File: src/rtl/dsp48_mult_arbiter.sv
// Round-robin arbiter that time-shares one fixed-latency multiplier among N_REQ requesters.
// A tag pipeline tracks every in-flight product so each result returns to the requester that issued it.
module dsp48_mult_arbiter #(
    parameter int unsigned N_REQ        = 4,
    parameter int unsigned DIN1_WIDTH   = 16,
    parameter int unsigned DIN2_WIDTH   = 16,
    parameter int unsigned DOUT_WIDTH   = 32,
    parameter int unsigned MULT_LATENCY = 4,
    localparam int unsigned ID_W        = $clog2(N_REQ)
) (
    input  logic                          clk,
    input  logic                          rst,
    input  logic                          en,
    input  logic [N_REQ*DIN1_WIDTH-1:0]   req_din1,
    input  logic [N_REQ*DIN2_WIDTH-1:0]   req_din2,
    input  logic [N_REQ-1:0]              req_valid,
    output logic [N_REQ-1:0]              req_ready,
    output logic [DIN1_WIDTH-1:0]         mult_din1,
    output logic [DIN2_WIDTH-1:0]         mult_din2,
    output logic                          mult_din_valid,
    input  logic [DOUT_WIDTH-1:0]         mult_dout,
    input  logic                          mult_dout_valid,
    output logic [DOUT_WIDTH-1:0]         dout,
    output logic [N_REQ-1:0]              dout_valid,
    output logic [ID_W-1:0]               dout_id,
    output logic                          tag_err
);

    logic [ID_W-1:0]                   last_q, last_d;
    logic [ID_W-1:0]                   issue_id_q, issue_id_d;
    logic [DIN1_WIDTH-1:0]             mult_din1_q, mult_din1_d;
    logic [DIN2_WIDTH-1:0]             mult_din2_q, mult_din2_d;
    logic                              mult_din_valid_q, mult_din_valid_d;
    logic [MULT_LATENCY-1:0]           tag_vld_q, tag_vld_d;
    logic [MULT_LATENCY-1:0][ID_W-1:0] tag_id_q, tag_id_d;
    logic [DOUT_WIDTH-1:0]             dout_q, dout_d;
    logic [N_REQ-1:0]                  dout_valid_q, dout_valid_d;
    logic [ID_W-1:0]                   dout_id_q, dout_id_d;
    logic                              tag_err_q, tag_err_d;

    logic                              grant_c;
    logic [ID_W-1:0]                   grant_id_c;
    int unsigned                       best_dist_c;
    int unsigned                       dist_c;
    logic                              handshake_c;

    // Pick the valid requester closest (circularly) after the last granted index.
    always_comb begin
        grant_c     = 1'b0;
        grant_id_c  = '0;
        best_dist_c = N_REQ;
        dist_c      = 0;
        for (int unsigned i = 0; i < N_REQ; i++) begin
            dist_c = (i + N_REQ - 1 - 32'(last_q)) % N_REQ;
            if (en && req_valid[i] && (dist_c < best_dist_c)) begin
                grant_c     = 1'b1;
                grant_id_c  = ID_W'(i);
                best_dist_c = dist_c;
            end
        end
    end

    always_comb begin
        req_ready = '0;
        if (grant_c) begin
            req_ready[grant_id_c] = 1'b1;
        end
        handshake_c = |(req_valid & req_ready);
    end

    always_comb begin
        last_d           = last_q;
        issue_id_d       = '0;
        mult_din1_d      = '0;
        mult_din2_d      = '0;
        mult_din_valid_d = 1'b0;
        if (handshake_c) begin
            last_d           = grant_id_c;
            issue_id_d       = grant_id_c;
            mult_din1_d      = req_din1[32'(grant_id_c)*DIN1_WIDTH +: DIN1_WIDTH];
            mult_din2_d      = req_din2[32'(grant_id_c)*DIN2_WIDTH +: DIN2_WIDTH];
            mult_din_valid_d = 1'b1;
        end
    end

    // Tag shift register mirrors the multiplier pipeline; never stalls.
    always_comb begin
        tag_vld_d    = '0;
        tag_id_d     = '0;
        tag_vld_d[0] = mult_din_valid_q;
        tag_id_d[0]  = issue_id_q;
        for (int unsigned s = 1; s < MULT_LATENCY; s++) begin
            tag_vld_d[s] = tag_vld_q[s-1];
            tag_id_d[s]  = tag_id_q[s-1];
        end
    end

    always_comb begin
        dout_d       = dout_q;
        dout_id_d    = dout_id_q;
        dout_valid_d = '0;
        tag_err_d    = tag_err_q | (mult_dout_valid != tag_vld_q[MULT_LATENCY-1]);
        if (mult_dout_valid && tag_vld_q[MULT_LATENCY-1]) begin
            dout_d                                 = mult_dout;
            dout_id_d                              = tag_id_q[MULT_LATENCY-1];
            dout_valid_d[tag_id_q[MULT_LATENCY-1]] = 1'b1;
        end
    end

    always_ff @(posedge clk or posedge rst) begin
        if (rst) begin
            last_q           <= ID_W'(N_REQ - 1);
            issue_id_q       <= '0;
            mult_din1_q      <= '0;
            mult_din2_q      <= '0;
            mult_din_valid_q <= 1'b0;
            tag_vld_q        <= '0;
            tag_id_q         <= '0;
            dout_q           <= '0;
            dout_valid_q     <= '0;
            dout_id_q        <= '0;
            tag_err_q        <= 1'b0;
        end else begin
            last_q           <= last_d;
            issue_id_q       <= issue_id_d;
            mult_din1_q      <= mult_din1_d;
            mult_din2_q      <= mult_din2_d;
            mult_din_valid_q <= mult_din_valid_d;
            tag_vld_q        <= tag_vld_d;
            tag_id_q         <= tag_id_d;
            dout_q           <= dout_d;
            dout_valid_q     <= dout_valid_d;
            dout_id_q        <= dout_id_d;
            tag_err_q        <= tag_err_d;
        end
    end

    assign mult_din1      = mult_din1_q;
    assign mult_din2      = mult_din2_q;
    assign mult_din_valid = mult_din_valid_q;
    assign dout           = dout_q;
    assign dout_valid     = dout_valid_q;
    assign dout_id        = dout_id_q;
    assign tag_err        = tag_err_q;

endmodule

File: config.mk
export PLATFORM = sky130hd
export DESIGN_NAME = dsp48_mult_arbiter
export DESIGN_NICKNAME = d
export VERILOG_FILES = /design/src/rtl/dsp48_mult_arbiter.sv
export SDC_FILE = /design/constraint.sdc
export NUM_CORES = 1
export LEC_CHECK = 0
export CORE_ASPECT_RATIO = 1.5
export CORE_MARGIN = 2
export CORE_UTILIZATION = 34
export CTS_CLUSTER_DIAMETER = 60
export DETAILED_ROUTE_END_ITERATION = 16
export GPL_ROUTABILITY_DRIVEN = 0
export HOLD_SLACK_MARGIN = 0.02
export PLACE_DENSITY = 0.77
export SYNTH_ARGS = -nofsm -noshare
export SYNTH_HDL_FRONTEND = slang
export SYNTH_SLANG_ARGS = --single-unit
File: constraint.sdc
create_clock -name clk -period 9.9 [get_ports clk]
set_input_delay 2.97 -clock clk [delete_from_list [all_inputs] [get_ports clk]]
set_output_delay 2.97 -clock clk [all_outputs]
set_load 0.01 [all_outputs]
==> flow_summary.toml <==
[outcome]
status = "completed"

[yosys]
avgSynthCellArea_um2 = 11.55
synth_top_family_by_area = "compound AO/OA/AOI/OAI gates"
yosysMostFrequentCell = "dfrtp_1"
post_synth_num_cell_types = 40
synth_compound_area_share_pct = 18.65
synth_nets = 527
synthXorXnorAreaFrac_pct = 0.2137
synth_mux_area_share_pct = 9.066
synth_fa_ha_area_share_pct = 1.221
ys.flop_type = "dfrtp_1"
netlist.area_leader.share_pct = 52.50
syn_area_um2 = 4099
synth_simple_gate_area_share_pct = 12.64
synth_top_area_cell = "dfrtp_1"
yosysWarnings = 0
synth_enable_flop_cells = 0
synthTopCellsByCount = "86 x dfrtp_1, 33 x mux2_2"
synth-seq-cells = 88
async_reset_ff_share_pct = 100.0
postSynthCellCount = 355
yosysSeqAreaShare_pct = 53.79
synthTopCellsByArea = "dfrtp_1 53%, mux2_2 9.1%, a32oi_1 5.6%"

[route]
vias_per_cell = 5.359
route.met3.wl_um = 1248
drt-initial-drc-count = 164
met2_length_um = 8151
first_pass_iters = 4
drc = 0
highest_layer = "met4"
ant_nets = 0
wl_um = 14950
drt-met1-wl_um = 5136
vias = 4035
avgRoutedWirePerCell_um = 19.86

[cts]
clock_latency_ps = 330
cts_num_sinks = 88
cts_hold_repair.buffers = 0
numCtsBuffers = 9
cts_buffer_depth = 2
htree_levels = 3
cts.clk_slew.worst_paths_ps = 60
cts_tree = "done"
cts-root-buf = "clkbuf_16"

[timing]
hold_violations = 0
drv_slew = 0
finClkSkew_ps = 3.410
worst_slack_ps = 140.3
max_freq_ghz = 0.1025
slew_headroom_pct = 29.97
finalCriticalPeriod_ps = 9760
worst_pin_slew_ps = 1050
setup_viol = 0
fin_crit_sh_pct = 98.58
hold_slack_ps = 342.9
finalSetupTns_ps = 0

[floorplan]
coreArea_um2 = 11890
row_count = 49
die_x_um = 93.65
start_util_pct = 34.46
die_area_um2 = 12970
die_h_um = 138.5
io_pins = 244

[pwr]
internal_power_w = 0.001042
power.share.clock_pct = 19.2
p_leak_nw = 2.805
ir_worst_vdd_mv = 0.1716
combPwrFrac_pct = 48.1
seq_power_share_pct = 32.7
powerDensity_nw_per_um2 = 226.5
swShare_pct = 34.86
switchingPower_w = 0.0005573

[global_routing]
antenna_found_initial = 0
grt_overflow = 0
grt_pass1_vias = 4020
grt_max_degree = 89
grt_first_pass_wirelength_um = 21690
track_usage_pct = 22.19

[final_layout]
drive_above_1_share_pct = 14.86
fin_nets = 767
area.growth.synth_to_final_pct = 72.22
fin_util_pct = 59.35
fill_cells = 1012
fin_area_um2 = 7059

[place]
dp_hpwl_um = 10970
dp_slack_ps = -62.77
placedInstanceArea_um2 = 6688
io_buffers = 243

[worst_setup_path]
cp_max_fo = 4
critPathArrivalTime_ps = 6790
worstReg2RegStart = "last_q[0]"
crit_path_start_kind = "input pin"
crit_required_ps = 6930
startpoint = "en"
end_kind = "output port"
path_class = "input pin to output port"

[job]
maxCapViolCount = 0

[hold_path]
min-delay-start = "issue_id_q[0]"
hp-class = "flop to flop"
==> cells by family after synthesis <==
family,after synthesis
flops,88
mux,33
compound gates,111
fa+ha+maj,4
simple gates,77
xor+xnor,1
buf+inv,41
==> cell type report <==
cell class / count / area (um^2) / area share (%)
clock inverters: 6 / 46.29 / 0.6558
flip-flops and latches: 88 / 2205 / 31.23
diodes: 1 / 2.502 / 0.03545
inverters: 7 / 28.78 / 0.4077
multi-input cells: 226 / 1778 / 25.19
repair buffers: 263 / 2582 / 36.58
clock buffers: 9 / 225.2 / 3.190
well taps: 153 / 191.4 / 2.712
==> final timing paths <==
path | end | slack, ps | depth (start not counted)
hold reg to reg | tag_id_d[2] | 340 | 0
setup reg to reg | mult_din1[7] | 5140 | 21
setup / recovery | req_ready[2] | 140 | 20
min in group asynchronous | tag_id_d[2] | 3250 | 2
max in group asynchronous | mult_din1[15] | 5980 | 2
hold / removal | tag_id_d[2] | 340 | 0
==> per-stage QoR <==
step	power, W	std cells
6_report	0.001599	753
5_1_grt	0.001689	752
4_1_cts	0.001586	747
3_5_place_dp	0.001254	731
3_3_place_gp	0.001228	731
2_1_floorplan	0.0008716	355
==> layer usage <==
metal	vias to the layer above	global-route usage (%)
met5	-	0
met4	0	9.153
met2	214	40.36
met3	27	6.267
met1	1957	23.56
li1	1837	-
==> critical path, stage by stage <==
cell and delay, ps:
clkdlybuf4s50_1 480, nand3b_1 100, ha_1 310, a21o_1 210
a21oi_4 160, nor2_1 80, a21oi_2 130, ha_2 210
and3b_2 260, a21oi_4 160, nand2b_2 170, nor2_1 50
a21o_1 160, ha_1 210, nand4bb_4 240, o211ai_1 260
and2_4 200, buf_4 110, nor3_1 50, clkdlybuf4s15_1 260
==> power by group through the flow <==
| stage | clock [W] | combinational (W) | sequential (W) |
|---|---|---|---|
| after global placement | 0 | 0.000704 | 0.000524 |
| after global routing | 0.000337 | 0.000817 | 0.000536 |
| after CTS | 0.000320 | 0.000743 | 0.000524 |
| after detailed placement | 0 | 0.000725 | 0.000529 |
| after floorplan | 0 | 0.000304 | 0.000568 |
| final | 0.000307 | 0.000769 | 0.000523 |
==> state kept, by name, indices dropped and copies added, names as in the netlist <==
signal,cells
mult_din_valid,1
tag_err,1
dout_valid,4
dout_id,2
mult_din1,16
tag_id_d,6
dout,32
issue_id_q,2
tag_vld_q,4
mult_din2,16
last_q,2
tag_id_q,2
==> timing repair <==
action | CTS | global route
pin swaps | 0 | 3
setup buffers | 1 | 5
endpoints found under the setup margin | 3 | 4
resized for setup | 5 | 11
==> cells in the final DEF (no fill, tap or decap), types with 6 or more instances in the layout <==
master             n
clkdlybuf4s50_1  239
dfrtp_1           86
mux2_2            33
o21ai_1           26
nor4b_1           26
a31oi_1           26
a32oi_1           26
buf_4             20
nand2_1           13
o21ai_0            9
clkbuf_16          9
nor2b_1            7
inv_1              6
a21oi_1            6
a311oi_1           6
nand3_1            6
No activity file was read; power rests on OpenSTA's default activity.
